[src/rtl/ssd1306_pkg.sv]
// Shared types and constants for the SSD1306 SPI byte transmitter.
package ssd1306_pkg;

    // Transmitter FSM states.
    typedef enum logic [1:0] {
        ST_IDLE  = 2'd0,
        ST_SETUP = 2'd1,
        ST_SHIFT = 2'd2,
        ST_HOLD  = 2'd3
    } state_e;

    // SPI mode 3: clock idles high, data launched on falling edge.
    localparam int unsigned SPI_MODE  = 3;
    localparam logic        SCK_IDLE  = 1'b1;
    localparam logic        CSN_IDLE  = 1'b1;
    localparam logic        MOSI_RST  = 1'b0;

endpackage

[src/rtl/ssd1306_sck_tick.sv]
// Restartable divider: one-cycle tick every CLK_DIV enabled cycles.
module ssd1306_sck_tick #(
    parameter int unsigned CLK_DIV = 2
) (
    input  logic clk_in,
    input  logic resetn_in,
    input  logic en_i,
    input  logic restart_i,
    output logic tick_o
);

    localparam logic [7:0] TERM = 8'(CLK_DIV - 1);

    logic [7:0] cnt_q, cnt_d;

    assign tick_o = en_i && !restart_i && (cnt_q == TERM);

    // Next count: clear when disabled, restarted or on terminal count.
    always_comb begin
        cnt_d = cnt_q + 8'd1;
        if (restart_i || !en_i || tick_o)
            cnt_d = 8'd0;
    end

    // Counter register.
    always_ff @(posedge clk_in or negedge resetn_in) begin
        if (!resetn_in) cnt_q <= 8'd0;
        else            cnt_q <= cnt_d;
    end

endmodule

[src/rtl/ssd1306_spi_tx.sv]
// SPI mode-3 byte transmitter for the SSD1306 microcode executor.
// One byte per trigger, MSB first; CS is held low across non-last bytes.
module ssd1306_spi_tx
    import ssd1306_pkg::*;
#(
    parameter int unsigned CLK_DIV = 2
) (
    input  logic       clk_in,
    input  logic       resetn_in,
    input  logic       tx_trigger_in,
    input  logic [7:0] data_in,
    input  logic       last_byte_in,
    output logic       ready_out,
    output logic       spi_sck_out,
    output logic       spi_mosi_out,
    output logic       spi_csn_out
);

    state_e     state_q, state_d;
    logic [6:0] sh_q, sh_d;        // bits still to be sent after the current one
    logic [2:0] bit_q, bit_d;
    logic       phase_q, phase_d;  // second half of SCK bit / of CS hold
    logic       last_q, last_d;
    logic       armed_q, armed_d;  // trigger has been low since last accept
    logic       ready_q, ready_d;
    logic       sck_q, sck_d;
    logic       mosi_q, mosi_d;
    logic       csn_q, csn_d;

    logic accept;
    logic tick;

    // A held trigger must drop before it can start another byte.
    assign accept = tx_trigger_in && ready_q && armed_q;

    ssd1306_sck_tick #(.CLK_DIV(CLK_DIV)) u_tick (
        .clk_in    (clk_in),
        .resetn_in (resetn_in),
        .en_i      (state_q != ST_IDLE),
        .restart_i (accept),
        .tick_o    (tick)
    );

    // FSM next-state and output register logic.
    always_comb begin
        state_d = state_q;
        sh_d    = sh_q;
        bit_d   = bit_q;
        phase_d = phase_q;
        last_d  = last_q;
        ready_d = ready_q;
        sck_d   = sck_q;
        mosi_d  = mosi_q;
        csn_d   = csn_q;
        armed_d = armed_q;
        if (!tx_trigger_in) armed_d = 1'b1;
        if (accept)         armed_d = 1'b0;

        case (state_q)
            ST_IDLE: begin
                if (accept) begin
                    sh_d    = data_in[6:0];
                    mosi_d  = data_in[7];
                    last_d  = last_byte_in;
                    ready_d = 1'b0;
                    bit_d   = 3'd0;
                    phase_d = 1'b0;
                    if (csn_q) begin
                        // CS setup time before the first falling edge.
                        state_d = ST_SETUP;
                        csn_d   = 1'b0;
                    end else begin
                        state_d = ST_SHIFT;
                        sck_d   = 1'b0;
                    end
                end
            end
            ST_SETUP: begin
                if (tick) begin
                    state_d = ST_SHIFT;
                    sck_d   = 1'b0;
                end
            end
            ST_SHIFT: begin
                if (tick) begin
                    if (!phase_q) begin
                        sck_d   = 1'b1;
                        phase_d = 1'b1;
                    end else if (bit_q == 3'd7) begin
                        bit_d   = 3'd0;
                        phase_d = 1'b0;
                        if (last_q) begin
                            state_d = ST_HOLD;
                        end else begin
                            state_d = ST_IDLE;
                            ready_d = 1'b1;
                        end
                    end else begin
                        bit_d   = bit_q + 3'd1;
                        phase_d = 1'b0;
                        sck_d   = 1'b0;
                        mosi_d  = sh_q[6];
                        sh_d    = {sh_q[5:0], 1'b0};
                    end
                end
            end
            ST_HOLD: begin
                if (tick) begin
                    if (!phase_q) begin
                        csn_d   = 1'b1;
                        phase_d = 1'b1;
                    end else begin
                        phase_d = 1'b0;
                        state_d = ST_IDLE;
                        ready_d = 1'b1;
                    end
                end
            end
            default: state_d = ST_IDLE;
        endcase
    end

    // State and output flops; reset aborts any byte in flight.
    always_ff @(posedge clk_in or negedge resetn_in) begin
        if (!resetn_in) begin
            state_q <= ST_IDLE;
            sh_q    <= 7'd0;
            bit_q   <= 3'd0;
            phase_q <= 1'b0;
            last_q  <= 1'b0;
            armed_q <= 1'b1;
            ready_q <= 1'b1;
            sck_q   <= SCK_IDLE;
            mosi_q  <= MOSI_RST;
            csn_q   <= CSN_IDLE;
        end else begin
            state_q <= state_d;
            sh_q    <= sh_d;
            bit_q   <= bit_d;
            phase_q <= phase_d;
            last_q  <= last_d;
            armed_q <= armed_d;
            ready_q <= ready_d;
            sck_q   <= sck_d;
            mosi_q  <= mosi_d;
            csn_q   <= csn_d;
        end
    end

    assign ready_out    = ready_q;
    assign spi_sck_out  = sck_q;
    assign spi_mosi_out = mosi_q;
    assign spi_csn_out  = csn_q;

endmodule

[config.mk]
export PLATFORM = sky130hd
export DESIGN_NAME = ssd1306_spi_tx
export DESIGN_NICKNAME = d
export VERILOG_FILES = /design/src/rtl/ssd1306_pkg.sv /design/src/rtl/ssd1306_sck_tick.sv /design/src/rtl/ssd1306_spi_tx.sv
export SDC_FILE = /design/constraint.sdc
export NUM_CORES = 1
export LEC_CHECK = 0
export ABC_AREA = 1
export CAP_MARGIN = 20
export CELL_PAD_IN_SITES_DETAIL_PLACEMENT = 2
export CELL_PAD_IN_SITES_GLOBAL_PLACEMENT = 2
export CORE_ASPECT_RATIO = 1.75
export CORE_MARGIN = 2
export CORE_UTILIZATION = 36
export CTS_CLUSTER_SIZE = 40
export DETAILED_ROUTE_END_ITERATION = 10
export GPL_ROUTABILITY_DRIVEN = 0
export PLACE_DENSITY_LB_ADDON = 0.15
export SYNTH_ARGS = -nofsm -noshare
export SYNTH_HDL_FRONTEND = slang
export SYNTH_SLANG_ARGS = --single-unit
[constraint.sdc]
create_clock -name clk_in -period 2.88 [get_ports clk_in]
set_input_delay 0.576 -clock clk_in [delete_from_list [all_inputs] [get_ports clk_in]]
set_output_delay 0.576 -clock clk_in [all_outputs]
set_load 0.05 [all_outputs]
==> impl_results.md <==
- Rel. slew slack: 0.633
- CTS buffer count: 3
- Non-Filler Instances: 239
- Switching part of the total: 0.477
- Footprint of the multi-input gates: 702 µm²
- Worst slack, placed: 0.821 ns
- Finished Cell Area: 1710 µm²
- Fill cells: 460
- Vias: 1222
- Synthesized area: 1490 µm²
- WP buf/inv: 1
- # hold bufs at CTS: 0
- PD cells: 1030 nW/µm²
- Number of global-route vias before repair: 1393
- Setup repair bufs after CTS: 0
- Largest net degree at the start of global routing: 28
- Status: finished, final reports clean
- Share of layout cells above drive strength 1: 0.157
- CTS sink cnt: 27
- Post-route setup TNS: 0 ns
- Post-route DRC: 0
- Net Switching: 0.841 mW
- Synth warn: 0
- Cells after Synth: 174
- Slew @ Worst Pin: 0.549 ns
- Static leakage: 0.841 nW
- Post-route minimum period: 2.20 ns
- 1st-pass router iterations: 4
- Critical Path Max Stage Delay: 0.80 ns
- Crit-path cells: clkdlybuf4s50_1
- CTS tree: yes
- Critical Path AT: 1.63 ns
- Hold slack: 0.474 ns
- Antenna-violating nets left: 0
- Worst-path clk slew: 0.10 ns
- Cells after DPL: 235
- Initial Utilization: 0.380
- Crit-path max FO: 3
- Critical path's top delay family: buffers and inverters
- Clk_skew: 0.00988 ns
- I/O pin cnt: 16
- Number of synthesized register bits: 27
- PostCTS Resize Cnt: 0
- Die X: 52.6 µm
- Initial antenna violation count: 0
- Area grow syn2layout: 15.3%
- Final worst-path cycle share: 0.765
- Core footprint: 3900 µm²
- Post-synthesis net count: 190
- HPWL after DPL: 3010 µm
- Max VDD drop: 0.000509 V
- Total Routing Usage GR: 0.185
- Final setup vio count: 0
- Clock share of power: 0.128
- Fin nets: 208
- Syn Area/Cell: 8.54 µm²
- Post-synthesis sequential area ratio: 0.458
- Ant diodes: 0
- Final WL: 3810 µm
- Cell row count: 30
- Fin util: 0.439
- RSZ-0062 raised after global routing: false
- Total area of sequential cells: 681 µm²
- Port Buf Inserts: 15
- GRT Residual Overflow: 0
- Area after DPL: 1660 µm²
- Pwr Total: 1.76 mW
- Pint: 0.921 mW
- Global-route wire length before repair: 6340 µm
- Post-route setup slack: 0.676 ns
- CP max-delay cell: clkdlybuf4s50_1
- Depth of the CTS H-tree: 1
- CTS Root Cell: clkbuf_8
- DR iter-0 viols: 14
- Endpoint class of the critical path: output port
- Vias/cell: 5.11
- Seq pwr share: 0.356
- Slew Limit Fails: 0
- Die footprint: 4680 µm²
- Setup Crit Path Kind: reg -> out
- WP data required: 2.30 ns
- Worst Setup Start Kind: register
- Worst skew pair latency: 0.28 ns
- Path category of the worst min-delay check: reg -> reg
- Fmax: 454 MHz
- Routed wire per std cell: 15.9 µm
- Logic gate share of total power: 0.515
- Hold Vio Cnt, Final: 0
- Post-synthesis cell type count: 24
- Die height: 89.0 µm
- Max-Cap Viols: 0
- Clock Path Buffers: 2
-- worst paths after layout --
kind                                         start                   endpoint  slack, ns  cells after the start
setup / recovery             ready_out$_DFFE_PN1P_                  ready_out       0.68                      1
hold / removal             spi_sck_out$_DFFE_PN1P_    spi_sck_out$_DFFE_PN1P_       0.47                      2
setup reg to reg              bit_q[0]$_DFFE_PN0P_        sh_q[5]$_DFFE_PN0P_       1.15                      8
hold reg to reg            spi_sck_out$_DFFE_PN1P_    spi_sck_out$_DFFE_PN1P_       0.47                      2
max in group asynchronous                resetn_in    spi_csn_out$_DFFE_PN1P_       1.89                      2
min in group asynchronous                resetn_in  u_tick.cnt_q[4]$_DFF_PN0_       0.68                      2
-- cell families (layout without fill, tap and decap cells) --
logic type      Yosys count  in the layout  share of synthesized area
simple gates            100            100                      0.312
buf+inv                  20             37                     0.0691
compound gates           16             16                     0.0800
flops                    27             27                      0.458
mux                       7              7                     0.0472
fa+ha+maj                 4              4                     0.0337
-- registers in the layout (all words and copies together), names as in the netlist --
name          cells
phase_q           1
u_tick.cnt_q      8
bit_q             3
state_q           2
last_q            1
spi_csn_out       1
sh_q              7
spi_mosi_out      1
spi_sck_out       1
ready_out         1
armed_q           1
-- synthesized netlist by cell type --
library cell	instances	area, µm²
buf_4	1	7.51
dfstp_2	4	105
nor3_1	3	15.0
dfrtp_1	23	576
a21boi_1	1	7.51
ha_1	4	50.1
nand4_1	5	31.3
inv_1	14	52.6
nand2_4	2	22.5
o21ai_2	9	78.8
nor2_1	19	71.3
nand2_1	50	188
buf_12	1	20.0
a21oi_1	4	20.0
nor3b_1	3	22.5
nor2_8	1	20.0
inv_2	3	11.3
nand2_2	4	25.0
buf_6	1	11.3
mux2i_1	7	70.1
nand3_1	11	55.1
nor2_2	2	12.5
o21bai_1	1	7.51
o21ai_0	1	5.00
-- power by group through the flow --
stage	Clock (mW)	Sequential, mW	Combinational [mW]
after floorplan	0	0.680	0.679
after global placement	0	0.623	0.867
after detailed placement	0	0.636	0.927
after CTS	0.238	0.629	0.932
after global routing	0.249	0.643	1.02
final	0.226	0.628	0.908
-- per-layer routing --
layer | wire [µm] | global-route usage | up-vias
li1 | - | - | 594
met1 | 1420 | 0.200 | 610
met4 | 75 | 0.0699 | 0
met5 | 0 | 0 | -
met3 | 45 | 0.0201 | 6
met2 | 2270 | 0.356 | 12
-- cell type report --
| class | count | area share |
|---|---|---|
| flip-flops and latches | 27 | 0.397 |
| well taps | 48 | 0.0351 |
| inverters | 17 | 0.0373 |
| clock inverters | 1 | 0.00438 |
| repair buffers | 16 | 0.0920 |
| clock buffers | 3 | 0.0241 |
| multi-input cells | 127 | 0.410 |
-- cell usage in the layout, fill, tap and decap left out, types with 3 or more instances in the layout --
master            n
nand2_1          50
dfrtp_1          23
nor2_1           19
clkdlybuf4s50_1  15
inv_1            14
nand3_1          11
o21ai_2           9
mux2i_1           7
nand4_1           5
nand2_2           4
a21oi_1           4
ha_1              4
dfstp_2           4
inv_2             3
nor3b_1           3
nor3_1            3
clkbuf_8          3
-- worst reg2reg max path, delay by kind of cell (launching register included) --
family	cells	cell delay [ns]
and+or+nand+nor	3	0.50
DFF	1	0.42
adders and majority gates	2	0.41
AOI/OAI and AO/OA	2	0.18
buffers and inverters	1	0.11
(Power assumes the default switching activity.)
